[config.mk]
export PLATFORM = sky130hd
export DESIGN_NAME = uart_rx_core
export DESIGN_NICKNAME = d
export VERILOG_FILES = /design/src/rtl/uart_rx_core.sv
export SDC_FILE = /design/constraint.sdc
export NUM_CORES = 1
export LEC_CHECK = 0
export ABC_AREA = 1
export CORE_ASPECT_RATIO = 0.8
export CORE_UTILIZATION = 45
export DETAILED_ROUTE_END_ITERATION = 10
export GPL_ROUTABILITY_DRIVEN = 0
export REMOVE_ABC_BUFFERS = 1
export SYNTH_ARGS = -nofsm -noshare
export SYNTH_HDL_FRONTEND = slang
export SYNTH_SLANG_ARGS = --single-unit
[constraint.sdc]
create_clock -name clk -period 3.24 [get_ports clk]
set_input_delay 0.81 -clock clk [delete_from_list [all_inputs] [get_ports clk]]
set_output_delay 0.81 -clock clk [all_outputs]
set_load 0.1 [all_outputs]
[src/rtl/uart_rx_core.sv]
// rtl/uart_rx_core.sv - oversampling UART receiver front end feeding the RX FIFO
module uart_rx_core #(
    parameter int CLKS_PER_BIT = 434,
    parameter int DATA_BITS    = 8,
    parameter int PARITY_EN    = 0,
    parameter int PARITY_ODD   = 0
) (
    input  logic                 clk,
    input  logic                 rst_n,
    input  logic                 rx,
    input  logic                 fifo_full,
    output logic [DATA_BITS-1:0] rx_data,
    output logic                 rx_valid,
    output logic                 frame_err,
    output logic                 parity_err,
    output logic                 overrun_err,
    output logic                 busy
);
    localparam int CW = $clog2(CLKS_PER_BIT);
    localparam int BW = $clog2(DATA_BITS + 1);
    localparam logic [CW-1:0] LAST     = CW'(CLKS_PER_BIT - 1);
    localparam logic [CW-1:0] HALF     = CW'((CLKS_PER_BIT - 1) / 2);
    localparam logic [BW-1:0] LAST_BIT = BW'(DATA_BITS - 1);
    localparam logic          ODD      = (PARITY_ODD != 0);

    typedef enum logic [2:0] {IDLE, START, DATA, PARITY, STOP, WAIT_HI} state_t;

    state_t                 state, next_state;
    logic                   rx_meta, rx_s;
    logic [CW-1:0]          cnt;
    logic [BW-1:0]          bit_cnt;
    logic [DATA_BITS-1:0]   shreg;
    logic                   par_err_q;
    logic                   tick;

    assign tick = (cnt == LAST);
    assign busy = (state != IDLE);

    // Two-flop synchroniser; idles high so reset never looks like a start bit
    always_ff @(posedge clk or negedge rst_n) begin
        if (!rst_n) begin
            rx_meta <= 1'b1;
            rx_s    <= 1'b1;
        end else begin
            rx_meta <= rx;
            rx_s    <= rx_meta;
        end
    end

    // State register
    always_ff @(posedge clk or negedge rst_n) begin
        if (!rst_n) state <= IDLE;
        else        state <= next_state;
    end

    // Next-state decode; START ends at the half-bit so later ticks land mid-bit
    always_comb begin
        next_state = state;
        case (state)
            IDLE:    if (!rx_s) next_state = START;
            START:   if (cnt == HALF) next_state = rx_s ? IDLE : DATA;
            DATA:    if (tick && bit_cnt == LAST_BIT)
                         next_state = (PARITY_EN != 0) ? PARITY : STOP;
            PARITY:  if (tick) next_state = STOP;
            STOP:    if (tick) next_state = rx_s ? IDLE : WAIT_HI;
            WAIT_HI: if (rx_s) next_state = IDLE;
            default: next_state = IDLE;
        endcase
    end

    // Bit-period counter: restarts on every state change and every bit boundary
    always_ff @(posedge clk or negedge rst_n) begin
        if (!rst_n) begin
            cnt <= '0;
        end else if (state != next_state || tick || state == IDLE || state == WAIT_HI) begin
            cnt <= '0;
        end else begin
            cnt <= cnt + 1'b1;
        end
    end

    // Shift register, parity tracking and registered single-cycle result pulses
    always_ff @(posedge clk or negedge rst_n) begin
        if (!rst_n) begin
            bit_cnt     <= '0;
            shreg       <= '0;
            par_err_q   <= 1'b0;
            rx_data     <= '0;
            rx_valid    <= 1'b0;
            frame_err   <= 1'b0;
            parity_err  <= 1'b0;
            overrun_err <= 1'b0;
        end else begin
            rx_valid    <= 1'b0;
            frame_err   <= 1'b0;
            parity_err  <= 1'b0;
            overrun_err <= 1'b0;
            case (state)
                IDLE: begin
                    bit_cnt   <= '0;
                    par_err_q <= 1'b0;
                end
                DATA: begin
                    if (tick) begin
                        shreg   <= {rx_s, shreg[DATA_BITS-1:1]};
                        bit_cnt <= bit_cnt + 1'b1;
                    end
                end
                PARITY: begin
                    if (tick) par_err_q <= rx_s ^ (^shreg) ^ ODD;
                end
                STOP: begin
                    if (tick) begin
                        if (rx_s) begin
                            rx_valid    <= 1'b1;
                            rx_data     <= shreg;
                            parity_err  <= par_err_q;
                            overrun_err <= fifo_full;
                        end else begin
                            frame_err <= 1'b1;
                        end
                    end
                end
                default: ;
            endcase
        end
    end
endmodule

==> results.ini, run 1 <==
[run_status]
status = completed

[die]
die_w_um = 76.41
io_pins = 17
num_rows = 21
die_y_um = 61.53
start_util_pct = 47.41
core-area_mm2 = 0.004204
die_area_mm2 = 0.004701

[sta]
finalSetupTns_ns = 0
slew_headroom_pct = 43.61
finalWorstSetupSlack_ns = 1.063
hold_viol = 0
min_period_ns = 2.177
clock.fmax_mhz = 459.4
rsz0062_at_grt = no
timing.final.crit_share_pct = 67.19
worst-slew-pin-transition_ns = 0.8459
fin_skew_ns = 0.004053
setup_viol = 0
slew_viol_final = 0

[min_path]
hold_path_class = reg -> reg
holdPathStages = 0
holdCritStartpoint = rx_meta
holdPathEnd = rx_s

[cts]
cts_buffers = 5
htreeDepth = 2
clock_path_buffers = 2
cts_resized = 0
root_buffer = clkbuf_8
cts_tree = built
path_clk_slew_ns = 0.07
clk_latency_ns = 0.28
clock_sinks = 39
postCtsSetupBuffers = 0
cts_hold_buf = 0

[route]
via_per_inst = 4.569
wl_per_cell_um = 11.16
drc = 0
drt_wl_total_mm = 3.392
vias = 1389
first_pass_iters = 4
antenna_left = 0
drtIter0Drc = 91

[critical_path]
rr_startpoint = cnt[1]
critPathKind = reg -> out
crit_required_ns = 2.43
crit_path_end_kind = output port
arrival_ns = 1.37
r2r-end = bit_cnt[3]
r2r_cells = 11
crit_fanout = 8
setup.worst_path.start_class = register
ff2ff_setup_slack_ns = 1.33

[synth]
synth_area_leader_cell = dfrtp_1
synth_cell_types = 28
synth_top_cell_area_share_pct = 46.45
avgSynthCellArea_um2 = 8.780
yosysMostFrequentCell = nand2_1
synth_ff_type = dfrtp_1
ys_seq_area_share_pct = 49.09
async_reset_ff_share_pct = 100.0
synth_common_cells = nand2_1 (58), dfrtp_1 (37), inv_1 (29)
yosysWarnings = 0
synth_area_mm2 = 0.001993
synthCells = 227
synthTopCellsByArea = dfrtp_1 (46%), nand2_1 (11%), nor3_2 (6.0%)
ys_seq_elements = 39
synth_edf_count = 0

[finish]
regArea_um2 = 978.4
nets = 254
multi_input_area_um2 = 868.3
drive_above_1_share_pct = 21.05
fill_cells = 408
num_antenna_cells = 0
syn_to_final_growth_pct = 12.99

[global_route]
grt-ovfl-total = 0
antenna_found_initial = 0
first_global_vias = 1207
grt_util_all_layers_pct = 16.06
grt_pass1_wl_mm = 5.809
grt_max_degree = 40

[power_and_ir_drop]
power_switching_uw = 172.8
p_leak_uw = 0.001088
power_frac_comb_pct = 1.8
pwr-share-clk_pct = 37.9
power.density_mw_per_mm2 = 360.6
sw_frac_of_total_pct = 21.27
seq_power_share_pct = 60.3
vdd_drop_max_mv = 0.2285
p_int_uw = 639.4

[placed_design]
dp_hpwl_mm = 2.507
io_buffers = 16
dp_slack_ns = 1.358

[run]
max_cap_violations = 0

cells by family (layout without fill, tap and decap cells):
group | after synthesis | in the layout | share of synthesized area (%)
AOI/OAI and AO/OA | 21 | 21 | 5.650
xor gates and xnor gates | 13 | 13 | 5.713
DFF | 39 | 39 | 49.09
adders and majority gates | 4 | 4 | 2.511
and+or+nand+nor | 112 | 112 | 29.69
buffers and inverters | 38 | 58 | 7.344
sequential cells by signal (all words and copies together) (netlist names):
name	flops
cnt	9
rx_data	8
shreg	8
bit_cnt	4
state	3
frame_err	1
overrun_err	1
par_err_q	1
parity_err	1
rx_meta	1
rx_s	1
rx_valid	1
routing by layer:
metal	routed length [um]	GRT usage (%)	part of all wire, %	vias to the layer above
met4	25	4.945	0.74	0
met5	0	0	0	-
met1	2004	25.21	59	605
met2	1210	21.11	36	27
met3	151	4.000	4.5	4
li1	-	-	-	753
how the worst max path moves through the flow:
stage	startpoint	endpoint	cells past startpoint
after detailed placement	cnt[1]	bit_cnt[3]	11
after global placement	state[2]	busy	3
final	state[2]	busy	3
after CTS	state[2]	busy	3
after global routing	state[2]	busy	3
after floorplan	rx_data[0]	rx_data[0]	0
metrics by stage:
step	utilization [%]	power [uW]	hold slack, ns	instances	cell area, um^2
3_3_place_gp	51.58	515.1	0.3544	296	2168
6_report	53.57	812.2	0.3610	304	2252
2_1_floorplan	-	501.5	0.3452	223	1974
5_1_grt	53.57	846.4	0.3699	304	2252
4_1_cts	53.57	825.5	0.3599	304	2252
3_5_place_dp	51.58	515.1	0.3487	296	2168
power by group through the flow:
stage / sequential, uW / clock, uW / combinational [uW]
global route: 490 / 338 / 18.5
detailed placement: 499 / 0 / 15.8
CTS: 490 / 320 / 15.8
floorplan: 499 / 0 / 2.51
finish: 490 / 308 / 14.7
global placement: 499 / 0 / 15.8
worst max-delay path: stages, from the launching register on:
cell	delay, ns
dfrtp_1	0.53
inv_1	0.14
nand3_4	0.11
buf_4	0.30
area by class of cell:
cell class | instances | area share (%)
sequential | 39 | 43.44
multi-input combinational | 150 | 38.56
inverter | 34 | 5.667
timing repair buffer | 16 | 5.444
tap | 57 | 3.167
clock buffer | 5 | 3.056
clock inverter | 3 | 0.6667
cell usage in the layout, fill, tap and decap left out, drive strengths merged:
master         synthesis  final
xnor2                  5      5
or2                    1      1
clkdlybuf4s50          0      2
nand3                 16     16
nand3b                 1      1
o21ai                 19     19
dfrtp                 37     37
nand2                 61     61
nor2                  18     18
buf                    3     14
nor3                  13     13
clkinv                 0      3
a21oi                  1      1
clkbuf                 1      5
dfstp                  2      2
inv                   34     34
ha                     4      4
o2111ai                1      1
xor2                   8      8
nand4                  2      2
Power figures use the tool's default switching activity.
==> run 2: changes to the inputs <==
==> constraint.sdc (replaced) <==
create_clock -name clk -period 2.08 [get_ports clk]
set_input_delay 0.52 -clock clk [delete_from_list [all_inputs] [get_ports clk]]
set_output_delay 0.52 -clock clk [all_outputs]
set_load 0.1 [all_outputs]
==> run 2 against run 1 <==
Total power grew 76%. Critical path depth grew 9. Via count grew 3.3%. Register-to-register slack lost 1.1 ns. Wire length grew 3.0%. Worst setup slack lost 0.80 ns. Die area is the same.
==> results.ini, run 2 (synthesized netlist as in run 1, its figures left out) <==
[run_status]
status = completed

[cts]
cts_buffers = 5  ; unchanged
postCtsSetupBuffers = 0  ; unchanged
cts_tree = built
clock_path_buffers = 2  ; unchanged
clock_sinks = 39  ; unchanged
root_buffer = clkbuf_8
htreeDepth = 2  ; unchanged
clk_latency_ns = 0.28  ; about the same
cts_resized = 0  ; unchanged
path_clk_slew_ns = 0.08  ; about the same
cts_hold_buf = 0  ; unchanged

[finish]
regArea_um2 = 978.4  ; unchanged
nets = 256  ; +0.79%
drive_above_1_share_pct = 21.69  ; +0.63 points
layout.cells.non_filler = 306  ; +0.66%
syn_to_final_growth_pct = 16.70
num_antenna_cells = 0  ; unchanged
fin_area_mm2 = 0.002326  ; +3.3%
fill_cells = 398  ; -2.5%
final_common_cell = nand2_1
largest_registers = cnt: 9 flops, rx_data: 8 flops, shreg: 8 flops
mostFrequentLayoutCells = nand2_1 (58), dfrtp_1 (37), inv_1 (29), nor2_1 (15)
multi_input_area_um2 = 868.3  ; unchanged
largest_register = cnt
largest_reg_flops = 9  ; unchanged

[global_route]
grt-ovfl-total = 0  ; unchanged
grt_max_degree = 22  ; -45%
first_global_vias = 1209  ; +0.17%
antenna_found_initial = 0  ; unchanged
grt_util_all_layers_pct = 16.70  ; +0.64 points
grt_pass1_wl_mm = 5.940  ; +2.3%

[placed_design]
place_inst = 298  ; +0.68%
io_buffers = 16  ; unchanged
dpl_cell_area_mm2 = 0.002208  ; +1.8%
dp_hpwl_mm = 2.577  ; +2.8%

[die]
io_pins = 17  ; unchanged
die_y_um = 61.53  ; unchanged
num_rows = 21  ; unchanged
die_area_mm2 = 0.004701  ; unchanged
die_w_um = 76.41  ; unchanged
start_util_pct = 47.41  ; unchanged
core-area_mm2 = 0.004204  ; unchanged

[sta]
hold_viol = 0  ; unchanged
setup_viol = 0  ; unchanged
slew_headroom_pct = 69.72  ; +26 points
slew_viol_final = 0  ; unchanged
rsz0062_at_grt = no
min_period_ns = 1.813
worst-slew-pin-transition_ns = 0.4541  ; -0.3917 ns
fin_hold_ws_ns = 0.1763  ; -0.1848 ns
fin_skew_ns = 0.005436  ; +0.001383 ns
finalSetupTns_ns = 0  ; unchanged
timing.final.crit_share_pct = 87.18
clock.fmax_mhz = 551.5

[route]
drtIter0Drc = 78  ; -14%
wl_per_cell_um = 11.42  ; +2.3%
first_pass_iters = 4  ; unchanged
drt_wl_total_mm = 3.494  ; +3.0%
drc = 0  ; unchanged
via_per_inst = 4.690  ; +2.6%
antenna_left = 0  ; unchanged
vias = 1435  ; +3.3%

[critical_path]
rr_startpoint = cnt[1]
critPathKind = reg -> reg
r2r-end = cnt[8]
path_buf_inv = 2  ; unchanged
crit_path_end_kind = register
cpPeakStageDelay_ns = 0.40  ; -0.13 ns
setup.worst_path.start_class = register
arrival_ns = 2.01  ; +0.64 ns
cpLargestDelayFamily = simple AND/OR/NAND/NOR gates
cp_common_cell = nand2_1
crit_required_ns = 2.28  ; -0.15 ns
path_cells = inv_1 > ha_1 > nand2_1 > inv_1 > nand2_1 > nor2_8 > nand2_1 > nand2_1 > nor2_1 > nand2_1 > nand3_4 > nor3_2
slowest_stage = dfrtp_1
ff2ff_setup_slack_ns = 0.27  ; -1.06 ns
crit_fanout = 9  ; +1
r2r_cells = 12  ; +1

[run]
max_cap_violations = 0  ; unchanged

[power_and_ir_drop]
power.density_mw_per_mm2 = 616.3  ; +71%
p_leak_uw = 0.001122  ; +3.1%
fin_total_pwr_uw = 1433  ; +76%
vdd_drop_max_mv = 0.3239  ; +42%

[min_path]
hold_path_class = in -> async

## run 2: final cells by class
type	count	area share, %
inverter	34	5.487
clock buffer	6	3.550
timing repair buffer	18	6.993
multi-input combinational	150	37.33
clock inverter	2	1.506
sequential	39	42.07
tap	57	3.066
## run 2: stage by stage
| stage | util, % | setup slack, ns |
|---|---|---|
| 4_1_cts | 55.33 | 0.2600 |
| 3_3_place_gp | 52.53 | 0.3474 |
| 3_5_place_dp | 52.53 | 0.2830 |
| 6_report | 55.33 | 0.2667 |
| 5_1_grt | 55.33 | 0.1012 |
| 2_1_floorplan | - | 0.4061 |
## run 2: worst reg2reg max path, delay by kind of cell, from the launching register on
kind          cells  cell delay, ns
flops             1            0.40
simple gates      9            1.06
buf+inv           2            0.13
fa+ha+maj         1            0.14
## run 2: power breakdown
group          leakage [uW]  switching [uW]  internal [uW]
sequential         0.000523            1.79            761
clock             0.0000612             255            388
combinational      0.000538            18.6           9.09
total               0.00112             275           1160
## run 2: worst max-delay path by stage
| stage | from | endpoint | slack, ns | depth (start not counted) |
|---|---|---|---|---|
| finish | cnt[1] | cnt[8] | 0.27 | 12 |
| floorplan | state[2] | cnt[0] | 0.41 | 9 |
| global route | cnt[1] | cnt[1] | 0.10 | 12 |
| global placement | cnt[0] | cnt[0] | 0.35 | 11 |
| CTS | cnt[1] | cnt[8] | 0.26 | 12 |
| detailed placement | cnt[1] | cnt[8] | 0.28 | 12 |
## run 2: metal layers
layer	share of wire (%)	global-route usage, %
met1	55	25.00
met2	38	22.01
met3	5.7	5.778
met4	0.72	5.769
met5	0	0
==> run 3: changes to the inputs <==
--- a/config.mk
+++ b/config.mk
@@ -7,6 +7,7 @@
 export LEC_CHECK = 0
 export ABC_AREA = 1
 export CORE_ASPECT_RATIO = 0.8
+export CORE_MARGIN = 2
 export CORE_UTILIZATION = 45
 export DETAILED_ROUTE_END_ITERATION = 10
 export GPL_ROUTABILITY_DRIVEN = 0
==> run 3 against run 2 <==
Wire length fell by 1.2%. Sequential cell count did not move. Clock power rose by 1%. Clock skew barely moved. Sequential share of layout area did not move. Final area did not move. Final cell count did not move. Critical endpoint is now busy. Largest power group unchanged. Highest routed layer unchanged.
==> results.ini, run 3 (synthesized netlist as in run 1, its figures left out) <==
[sta]
timing.final.crit_share_pct = 86.40  ; -0.77 points
slew_viol_final = 0  ; unchanged
fin_skew_ns = 0.005047  ; -0.0003888 ns
min_period_ns = 1.797  ; -0.01610 ns
setup_viol = 0  ; unchanged
worst-slew-pin-transition_ns = 0.4607  ; +0.006536 ns
slew_headroom_pct = 69.29  ; -0.44 points
rsz0062_at_grt = no
finalSetupTns_ns = 0  ; unchanged
hold_viol = 0  ; unchanged
clock.fmax_mhz = 556.4  ; +0.90%

[route]
drtIter0Drc = 100  ; +28%
via_per_inst = 4.748  ; +1.3%
wl_per_cell_um = 11.28  ; -1.2%
antenna_left = 0  ; unchanged
drt_wl_total_mm = 3.452  ; -1.2%
vias = 1453  ; +1.3%
drc = 0  ; unchanged
first_pass_iters = 4  ; unchanged

[finish]
num_antenna_cells = 0  ; unchanged
largest_reg_flops = 9  ; unchanged
largest_registers = cnt: 9 flops, rx_data: 8 flops, shreg: 8 flops
nets = 256  ; unchanged
layout.cells.non_filler = 306  ; unchanged
drive_above_1_share_pct = 21.69  ; unchanged
mostFrequentLayoutCells = nand2_1 (58), dfrtp_1 (37), inv_1 (29), nor2_1 (15)
syn_to_final_growth_pct = 16.70  ; unchanged
largest_register = cnt
fill_cells = 394  ; -1.0%
final_common_cell = nand2_1

[global_route]
met2_usage_pct = 21.12  ; -0.89 points
grt_max_degree = 21  ; -4.5%
use_met1_pct = 26.19  ; +1.2 points
gr-max-usage-layer = met1
grt-ovfl-total = 0  ; unchanged
grt_util_all_layers_pct = 16.53  ; -0.17 points
first_global_vias = 1319  ; +9.1%
antenna_found_initial = 0  ; unchanged
grt_pass1_wl_mm = 6.341  ; +6.8%
use_met3_pct = 5.301  ; -0.48 points

[cts]
root_buffer = clkbuf_8
cts_resized = 0  ; unchanged
clk_latency_ns = 0.29  ; about the same
htreeDepth = 2  ; unchanged
path_clk_slew_ns = 0.08  ; about the same
clock_path_buffers = 2  ; unchanged
cts_hold_buf = 0  ; unchanged
postCtsSetupBuffers = 0  ; unchanged
cts_buffers = 5  ; unchanged
clock_sinks = 39  ; unchanged
cts_tree = built

[die]
start_util_pct = 47.12  ; -0.29 points
die_area_mm2 = 0.004981  ; +6.0%
die_y_um = 63.53  ; +3.3%
die_w_um = 78.41  ; +2.6%
io_pins = 17  ; unchanged
core-area_mm2 = 0.004230  ; +0.63%
num_rows = 21  ; unchanged

[critical_path]
critPathKind = reg -> out
r2r_cells = 12  ; unchanged
cp-endpoint = busy
arrival_ns = 1.28  ; -0.73 ns
crit_path_end_kind = output port
setup.worst_path.start_class = register
crit_required_ns = 1.56  ; -0.72 ns
rr_startpoint = cnt[1]
crit_fanout = 8  ; -1
startpoint = state[2]
ff2ff_setup_slack_ns = 0.31  ; +0.04 ns
r2r-end = cnt[1]

[run_status]
status = completed

[placed_design]
place_inst = 298  ; unchanged
dp_hpwl_mm = 2.504  ; -2.9%
io_buffers = 16  ; unchanged

[power_and_ir_drop]
power.density_mw_per_mm2 = 619.7  ; +0.55%
vdd_drop_max_mv = 0.5535  ; +71%
p_leak_uw = 0.001122  ; unchanged

[min_path]
hold_path_class = in -> async

[run]
max_cap_violations = 0  ; unchanged

-- run 3: layout make-up --
type,count,area [um^2],area share (%)
flip-flops and latches,39,978.4,42.07
multi-input cells,150,868.3,37.33
repair buffers,18,162.7,6.993
inverters,34,127.6,5.487
clock buffers,6,82.58,3.550
well taps,57,71.32,3.066
clock inverters,2,35.03,1.506
-- run 3: power by group --
group	switching [uW]	leakage [uW]	total, uW	internal, uW
clock	262	0.0000612	650	388
combinational	18.8	0.000538	27.9	9.10
sequential	1.81	0.000523	763	761
-- run 3: how the worst min path moves through the flow --
stage / from / end / slack (ns) / depth (start not counted)
after floorplan: rst_n / bit_cnt[0] / 0.22 / 0
final: rst_n / rx_data[0] / 0.17 / 1
after CTS: rst_n / rx_data[0] / 0.19 / 1
after detailed placement: rx_meta / rx_s / 0.35 / 0
after global routing: rst_n / overrun_err / 0.21 / 1
after global placement: rx_meta / rx_s / 0.35 / 0
-- run 3: worst max-delay path: stages, from the launching register on --
cell	delay, ns
dfrtp_1	0.53
inv_1	0.15
nand3_4	0.13
buf_12	0.18
-- run 3: layer usage --
| metal | up-vias | routed length [um] | share of wire [%] |
|---|---|---|---|
| met3 | 5 | 232 | 6.7 |
| met5 | - | 0 | 0 |
| li1 | 758 | - | - |
| met1 | 652 | 1859 | 54 |
| met2 | 38 | 1313 | 38 |
| met4 | 0 | 46 | 1.3 |
-- run 3: through the flow --
step	instance area, um^2	worst slack (ns)	hold WS (ns)	power [uW]	utilization (%)
after floorplan	1974	0.4061	0.2244	781.2	-
after global placement	2208	0.3417	0.3475	807.2	52.20
after detailed placement	2208	0.3140	0.3535	807.6	52.20
after CTS	2326	0.2806	0.1894	1455	54.98
after global routing	2326	0.09545	0.2083	1506	54.98
final	2326	0.2828	0.1739	1441	54.98
